[config.mk]
export PLATFORM = sky130hd
export DESIGN_NAME = muldiv_unit
export DESIGN_NICKNAME = d
export VERILOG_FILES = /design/src/rtl/muldiv_unit.sv
export SDC_FILE = /design/constraint.sdc
export NUM_CORES = 1
export LEC_CHECK = 0
export BUFFER_PORTS_ARGS = -buffer_cell sky130_fd_sc_hd__buf_2
export CELL_PAD_IN_SITES_DETAIL_PLACEMENT = 0
export CELL_PAD_IN_SITES_GLOBAL_PLACEMENT = 2
export CORE_UTILIZATION = 38
export CTS_CLUSTER_DIAMETER = 200
export DETAILED_ROUTE_END_ITERATION = 6
export PLACE_DENSITY_LB_ADDON = 0.1
export SLEW_MARGIN = 30
export SYNTH_ARGS = -nofsm -noshare
export SYNTH_HDL_FRONTEND = slang
export SYNTH_SLANG_ARGS = --single-unit
[constraint.sdc]
create_clock -name i_CLK -period 9.72 [get_ports i_CLK]
set_input_delay 1.458 -clock i_CLK [delete_from_list [all_inputs] [get_ports i_CLK]]
set_output_delay 1.458 -clock i_CLK [all_outputs]
set_load 0.05 [all_outputs]
[src/rtl/muldiv_unit.sv]
// muldiv_unit: iterative HI/LO multiply/divide unit for a MIPS-style pipeline.
// Multiply uses radix-2 shift-add and divide uses radix-2 restoring division.
// Each iterates one bit per clock over magnitudes, and the sign is corrected in a final FIX state.
// Optional macro MULDIV_FAST_MUL_EN turns MULT/MULTU into a single-cycle multiply.
// In that build HI/LO are written at the accept edge and the FSM stays IDLE.
module muldiv_unit #(
    parameter int DATA_WIDTH = 32
) (
    input  logic                  i_CLK,
    input  logic                  i_RST,
    input  logic                  i_Start,
    input  logic [1:0]            i_Op,
    input  logic [DATA_WIDTH-1:0] i_SrcA,
    input  logic [DATA_WIDTH-1:0] i_SrcB,
    input  logic                  i_Kill,
    input  logic                  i_MTHI,
    input  logic                  i_MTLO,
    output logic                  o_Busy,
    output logic                  o_Done,
    output logic                  o_DivByZero,
    output logic [DATA_WIDTH-1:0] o_HI,
    output logic [DATA_WIDTH-1:0] o_LO
);

    localparam int W  = DATA_WIDTH;
    localparam int CW = $clog2(DATA_WIDTH);

    typedef enum logic [1:0] {IDLE, RUN, FIX} stateT;

    stateT           state, nextState;
    logic [CW-1:0]   counter;
    logic [W-1:0]    accHi, accLo, opB;
    logic [W-1:0]    hiReg, loReg;
    logic            isDiv, negRes, negRem, divZero;
    logic            doneReg, dbzReg;

    logic            isMulOp, isSignedOp, signA, signB;
    logic [W-1:0]    magA, magB;
    logic            acceptStart, fastMul;
    logic [W:0]      mulSum, divShift, divDiff;
    logic            divFits;
    logic [2*W-1:0]  product, prodFixed;
    logic [W-1:0]    resHi, resLo;
`ifdef MULDIV_FAST_MUL_EN
    logic [2*W-1:0]  fastProd;
`endif

    // Decode the request and form operand magnitudes and signs for the accept edge
    always_comb begin
        isMulOp     = ~i_Op[1];
        isSignedOp  = ~i_Op[0];
        signA       = isSignedOp & i_SrcA[W-1];
        signB       = isSignedOp & i_SrcB[W-1];
        magA        = signA ? -i_SrcA : i_SrcA;
        magB        = signB ? -i_SrcB : i_SrcB;
        acceptStart = (state == IDLE) & i_Start & ~i_Kill;
`ifdef MULDIV_FAST_MUL_EN
        fastMul     = acceptStart & isMulOp;
        fastProd    = {{W{signA}}, i_SrcA} * {{W{signB}}, i_SrcB};
`else
        fastMul     = 1'b0;
`endif
    end

    // One radix-2 step for both multiply (shift-add) and restoring divide
    always_comb begin
        mulSum   = {1'b0, accHi} + (accLo[0] ? {1'b0, opB} : '0);
        divShift = {accHi, accLo[W-1]};
        divFits  = (divShift >= {1'b0, opB});
        divDiff  = divShift - {1'b0, opB};
    end

    // Sign correction of the finished magnitude result; a zero divisor forces LO to all ones
    // while the remainder path naturally reproduces the original dividend in HI
    always_comb begin
        product   = {accHi, accLo};
        prodFixed = negRes ? -product : product;
        if (isDiv) begin
            resLo = divZero ? '1 : (negRes ? -accLo : accLo);
            resHi = negRem ? -accHi : accHi;
        end else begin
            resHi = prodFixed[2*W-1:W];
            resLo = prodFixed[W-1:0];
        end
    end

    // FSM state register
    always_ff @(posedge i_CLK) begin
        if (i_RST) state <= IDLE;
        else       state <= nextState;
    end

    // FSM next-state logic; kill aborts from any busy state
    always_comb begin
        nextState = state;
        case (state)
            IDLE: if (acceptStart && !fastMul) nextState = RUN;
            RUN:  if (i_Kill)                  nextState = IDLE;
                  else if (counter == '0)      nextState = FIX;
            FIX:                               nextState = IDLE;
            default:                           nextState = IDLE;
        endcase
    end

    // FSM outputs
    always_comb begin
        o_Busy      = (state != IDLE);
        o_Done      = doneReg;
        o_DivByZero = dbzReg;
        o_HI        = hiReg;
        o_LO        = loReg;
    end

    // Datapath: operand latch, iteration, result write-back and HI/LO moves
    always_ff @(posedge i_CLK) begin
        if (i_RST) begin
            counter <= '0;
            accHi   <= '0;
            accLo   <= '0;
            opB     <= '0;
            hiReg   <= '0;
            loReg   <= '0;
            isDiv   <= 1'b0;
            negRes  <= 1'b0;
            negRem  <= 1'b0;
            divZero <= 1'b0;
            doneReg <= 1'b0;
            dbzReg  <= 1'b0;
        end else begin
            doneReg <= 1'b0;
            dbzReg  <= 1'b0;
            case (state)
                IDLE: begin
                    if (acceptStart) begin
`ifdef MULDIV_FAST_MUL_EN
                        if (fastMul) begin
                            hiReg   <= fastProd[2*W-1:W];
                            loReg   <= fastProd[W-1:0];
                            doneReg <= 1'b1;
                        end
`endif
                        isDiv   <= i_Op[1];
                        negRes  <= signA ^ signB;
                        negRem  <= signA;
                        divZero <= (i_SrcB == '0);
                        opB     <= magB;
                        accHi   <= '0;
                        accLo   <= magA;
                        counter <= CW'(W - 1);
                    end else if (!i_Kill && !i_Start) begin
                        if (i_MTHI) hiReg <= i_SrcA;
                        if (i_MTLO) loReg <= i_SrcA;
                    end
                end
                RUN: begin
                    if (i_Kill) begin
                        counter <= '0;
                    end else begin
                        if (isDiv) begin
                            accHi <= divFits ? divDiff[W-1:0] : divShift[W-1:0];
                            accLo <= {accLo[W-2:0], divFits};
                        end else begin
                            accHi <= mulSum[W:1];
                            accLo <= {mulSum[0], accLo[W-1:1]};
                        end
                        if (counter != '0) counter <= counter - CW'(1);
                    end
                end
                FIX: begin
                    if (!i_Kill) begin
                        hiReg   <= resHi;
                        loReg   <= resLo;
                        doneReg <= 1'b1;
                        dbzReg  <= isDiv & divZero;
                    end
                end
                default: ;
            endcase
        end
    end

endmodule
==> impl_metrics.prom <==
# TYPE chip_impl_metric gauge
chip_impl_metric{name="die-height",unit="um"} 195
chip_impl_metric{name="postSynthCellCount",unit=""} 1935
chip_impl_metric{name="finalMaxSlewViolations",unit=""} 0
chip_impl_metric{name="placeableCoreArea",unit="sq mm"} 0.0366
chip_impl_metric{name="gp_routability_congestion",unit=""} 0.907
chip_impl_info{name="min-delay-start",value="o_LO[23]$_SDFFE_PP0P_"} 1
chip_impl_metric{name="die_area",unit="sq mm"} 0.0379
chip_impl_metric{name="detail_route.iter0.violations",unit=""} 1042
chip_impl_metric{name="grt_antenna_before_repair",unit=""} 1
chip_impl_metric{name="synth_simple_gate_area_frac",unit=""} 0.213
chip_impl_metric{name="synth_enable_flop_cells",unit=""} 0
chip_impl_metric{name="cap_viol_max_count",unit=""} 0
chip_impl_metric{name="chipWidth",unit="um"} 195
chip_impl_metric{name="detailedPlacementHpwl",unit="um"} 42800
chip_impl_metric{name="vias_per_cell",unit=""} 6.00
chip_impl_metric{name="largest_net_degree_at_the_start_of_global_routing",unit=""} 87
chip_impl_metric{name="critical_path_arrival",unit="ns"} 5.22
chip_impl_metric{name="setup-violations-final",unit=""} 0
chip_impl_info{name="commonest_cells_after_routing_fill_and_taps_aside",value="sky130_fd_sc_hd__nor2_1, sky130_fd_sc_hd__a21oi_1, sky130_fd_sc_hd__dfxtp_1"} 1
chip_impl_metric{name="tightestPinTransition",unit="ns"} 0.961
chip_impl_metric{name="cts.htree.levels",unit=""} 4
chip_impl_metric{name="setup_slack",unit="ns"} 4.84
chip_impl_metric{name="routed_wirelength",unit="um"} 55900
chip_impl_metric{name="yosysSeqAreaShare",unit=""} 0.245
chip_impl_metric{name="synthesis.area_per_instance",unit="sq um"} 7.29
chip_impl_metric{name="p_leak",unit="uW"} 0.00630
chip_impl_metric{name="post-route-period-util",unit=""} 0.502
chip_impl_metric{name="max_freq",unit="MHz"} 205
chip_impl_info{name="hold_path_class",value="reg -> reg"} 1
chip_impl_metric{name="synthesis.yosys.warnings",unit=""} 0
chip_impl_metric{name="relative_slew_slack",unit=""} 0.354
chip_impl_metric{name="critPathMaxFanout",unit=""} 17
chip_impl_metric{name="n_fill_cell",unit=""} 3875
chip_impl_metric{name="postSynthRegisterBits",unit=""} 173
chip_impl_metric{name="grt_pass1_vias",unit=""} 13631
chip_impl_info{name="final_common_cell",value="sky130_fd_sc_hd__nor2_1"} 1
chip_impl_metric{name="globalRouteOverflowTotal",unit=""} 0
chip_impl_info{name="critical_path.endpoint_type",value="flop"} 1
chip_impl_metric{name="drt_pre_antenna_iters",unit=""} 5
chip_impl_metric{name="setup_buffers_after_cts",unit=""} 0
chip_impl_info{name="crit_path_start",value="accHi[7]$_SDFFE_PP0P_"} 1
chip_impl_metric{name="worst_setup_hold_path_clk_slew",unit="ns"} 0.08
chip_impl_metric{name="design_power_total",unit="uW"} 2040
chip_impl_metric{name="layout.nets",unit=""} 2125
chip_impl_metric{name="grt_util_all_layers",unit=""} 0.291
chip_impl_metric{name="finalCriticalPeriod",unit="ns"} 4.88
chip_impl_metric{name="detail_route_antenna_nets",unit=""} 0
chip_impl_metric{name="timing.clock.skew",unit="ns"} 0.0136
chip_impl_metric{name="grt_first_pass_wirelength",unit="um"} 84400
chip_impl_metric{name="yosys.area_share.xor_xnor",unit=""} 0.0950
chip_impl_info{name="top_ff_cell_synth",value="sky130_fd_sc_hd__dfxtp_1"} 1
chip_impl_metric{name="worst_slack_at_placement",unit="ns"} 4.96
chip_impl_info{name="status",value="finished, final reports clean"} 1
chip_impl_metric{name="timing_hold_violations_final",unit=""} 0
chip_impl_info{name="ctsRootBufferMaster",value="sky130_fd_sc_hd__clkbuf_16"} 1
chip_impl_metric{name="io_buffer_count",unit=""} 138
chip_impl_metric{name="clock_tree.buffer_depth",unit=""} 2
chip_impl_metric{name="mappedNetlistNets",unit=""} 2079
chip_impl_metric{name="synth_compound_gate_area_share",unit=""} 0.316
chip_impl_info{name="critical_path_class",value="reg -> reg"} 1
chip_impl_metric{name="synth.cell_area",unit="sq mm"} 0.0141
chip_impl_info{name="rsz_0062_raised_after_global_routing",value="no"} 1
chip_impl_metric{name="synth_adder_area_share",unit=""} 0.0649
chip_impl_metric{name="synth_mux_area_frac",unit=""} 0.0125
chip_impl_metric{name="synthToLayoutAreaGrowth",unit="%"} 11.3
chip_impl_metric{name="drive_gt1_frac",unit=""} 0.115
chip_impl_metric{name="route.vias.total",unit=""} 14768
chip_impl_metric{name="clk-insertion-delay-late",unit="ns"} 0.46
chip_impl_metric{name="postCtsResizedCells",unit=""} 0
chip_impl_metric{name="drc_errors",unit=""} 0
chip_impl_metric{name="setup-tns-final",unit="ns"} 0
chip_impl_metric{name="floorplan.io_pins",unit=""} 139
chip_impl_metric{name="starting_density_of_the_core",unit=""} 0.385
chip_impl_info{name="worstSetupStartpointType",value="flop"} 1
chip_impl_metric{name="hold_buffers",unit=""} 0
chip_impl_info{name="startpoint_of_the_worst_register_to_register_path",value="accHi[7]$_SDFFE_PP0P_"} 1
chip_impl_info{name="clock_tree_from_tritoncts",value="yes"} 1
chip_impl_metric{name="irDropWorstVdd",unit="uV"} 110
chip_impl_metric{name="required",unit="ns"} 10.06
chip_impl_metric{name="tritoncts.num_buffers",unit=""} 17
chip_impl_metric{name="async_reset_ff_frac",unit=""} 0
chip_impl_metric{name="synth.lib_cells_used.distinct",unit=""} 72
chip_impl_metric{name="row_count",unit=""} 70
chip_impl_metric{name="power.density_cell_area",unit="mW/mm^2"} 130
chip_impl_metric{name="cts.sinks",unit=""} 173
chip_impl_metric{name="routed_wire_length_per_instance",unit="um"} 22.7
chip_impl_info{name="synth_top_family_by_area",value="compound AO/OA/AOI/OAI gates"} 1
-- synth_stat cells, types with 7 or more instances --
library cell	n	area share
sky130_fd_sc_hd__nor2b_1	40	0.018
sky130_fd_sc_hd__nand3b_1	7	0.0037
sky130_fd_sc_hd__a31oi_1	23	0.010
sky130_fd_sc_hd__nand3_1	38	0.013
sky130_fd_sc_hd__mux2i_1	12	0.0085
sky130_fd_sc_hd__a311oi_1	20	0.012
sky130_fd_sc_hd__o21bai_1	8	0.0043
sky130_fd_sc_hd__o21ai_0	117	0.042
sky130_fd_sc_hd__nand2b_1	16	0.0071
sky130_fd_sc_hd__o31ai_1	29	0.015
sky130_fd_sc_hd__xnor2_1	79	0.049
sky130_fd_sc_hd__nor2_1	245	0.065
sky130_fd_sc_hd__nor4_1	17	0.0075
sky130_fd_sc_hd__a21o_1	36	0.019
sky130_fd_sc_hd__a32oi_1	7	0.0043
sky130_fd_sc_hd__o211ai_1	22	0.012
sky130_fd_sc_hd__and2_1	11	0.0049
sky130_fd_sc_hd__a211oi_1	105	0.056
sky130_fd_sc_hd__and3_1	8	0.0035
sky130_fd_sc_hd__xor2_1	74	0.046
sky130_fd_sc_hd__a22o_1	7	0.0043
sky130_fd_sc_hd__or4_1	10	0.0053
sky130_fd_sc_hd__buf_1	10	0.0027
sky130_fd_sc_hd__clkbuf_1	120	0.032
sky130_fd_sc_hd__nand2_1	153	0.041
sky130_fd_sc_hd__nor3_1	41	0.015
sky130_fd_sc_hd__ha_1	70	0.062
sky130_fd_sc_hd__o41ai_1	13	0.0081
sky130_fd_sc_hd__or3_1	29	0.013
sky130_fd_sc_hd__dfxtp_1	173	0.25
sky130_fd_sc_hd__o221ai_1	17	0.011
sky130_fd_sc_hd__o21a_1	16	0.0085
sky130_fd_sc_hd__a21oi_1	191	0.068
sky130_fd_sc_hd__inv_1	66	0.018
sky130_fd_sc_hd__nand4_1	8	0.0035
sky130_fd_sc_hd__a211o_1	11	0.0068
-- path summary, 6_finish.rpt --
check	to	slack, ns	cells past startpoint
min	o_LO[23]$_SDFFE_PP0P_	0.45	2
max reg2reg	accHi[26]$_SDFFE_PP0P_	4.84	10
min reg2reg	o_LO[23]$_SDFFE_PP0P_	0.45	2
max	accHi[26]$_SDFFE_PP0P_	4.84	10
-- kinds of logic (layout without fill, tap and decap cells) --
kind of cell | Yosys count | count (layout)
other | 0 | 1
buffers and inverters | 198 | 257
DFF | 173 | 173
AOI/OAI and AO/OA | 678 | 678
adders and majority gates | 72 | 72
xor gates and xnor gates | 153 | 153
muxes | 17 | 17
and+or+nand+nor | 644 | 644
-- state kept, by name, indices dropped and copies added, names as in the netlist --
name	count
counter	5
divZero	1
negRes	1
negRem	1
o_Done	1
accLo	32
o_DivByZero	1
o_HI	32
opB	32
state	2
o_LO	32
isDiv	1
accHi	32
-- critical path, cell delays in order (launching register included) --
cell and delay, ns:
sky130_fd_sc_hd__dfxtp_1 0.56, sky130_fd_sc_hd__ha_1 0.38, sky130_fd_sc_hd__a21oi_1 0.16, sky130_fd_sc_hd__o21ai_0 0.14, sky130_fd_sc_hd__a311o_1 0.38, sky130_fd_sc_hd__a21o_1 0.24, sky130_fd_sc_hd__a21boi_0 0.64, sky130_fd_sc_hd__o31a_1 0.70
sky130_fd_sc_hd__nand2_1 0.76, sky130_fd_sc_hd__mux2_2 0.50, sky130_fd_sc_hd__a221o_1 0.31
-- metrics by stage --
step / hold WS (ns) / utilization / cells / area [sq um]
after detailed placement: 0.445 / 0.412 / 2430 / 15100
after global placement: 0.445 / 0.412 / 2430 / 15100
final: 0.455 / 0.429 / 2463 / 15700
after global routing: 0.481 / 0.429 / 2462 / 15700
after floorplan: 0.432 / - / 1935 / 14100
after CTS: 0.456 / 0.429 / 2462 / 15700
-- cell type report --
class | instances | area (sq um) | share of cell area
well taps | 468 | 586 | 0.0373
inverters | 66 | 248 | 0.0158
multi-input cells | 1564 | 9950 | 0.634
flip-flops and latches | 173 | 3470 | 0.221
clock buffers | 21 | 482 | 0.0307
diodes | 1 | 2.50 | 0.000159
repair buffers | 159 | 855 | 0.0544
clock inverters | 11 | 110 | 0.00701
-- layer usage --
metal | global-route usage | part of all wire | wire [um] | up-vias
li1 | - | - | - | 7158
met1 | 0.364 | 0.43 | 24300 | 7065
met2 | 0.507 | 0.49 | 27200 | 472
met3 | 0.0324 | 0.044 | 2480 | 73
met4 | 0.118 | 0.035 | 1980 | 0
met5 | 0 | 0 | 0 | -
-- where the power goes --
part / internal, uW / total, uW / leakage, uW / switching [uW]
combinational: 172 / 530 / 0.00460 / 358
sequential: 743 / 785 / 0.00141 / 42.3
clock: 369 / 722 / 0.000289 / 352
total: 1280 / 2040 / 0.00630 / 752
(Power assumes the default switching activity.)
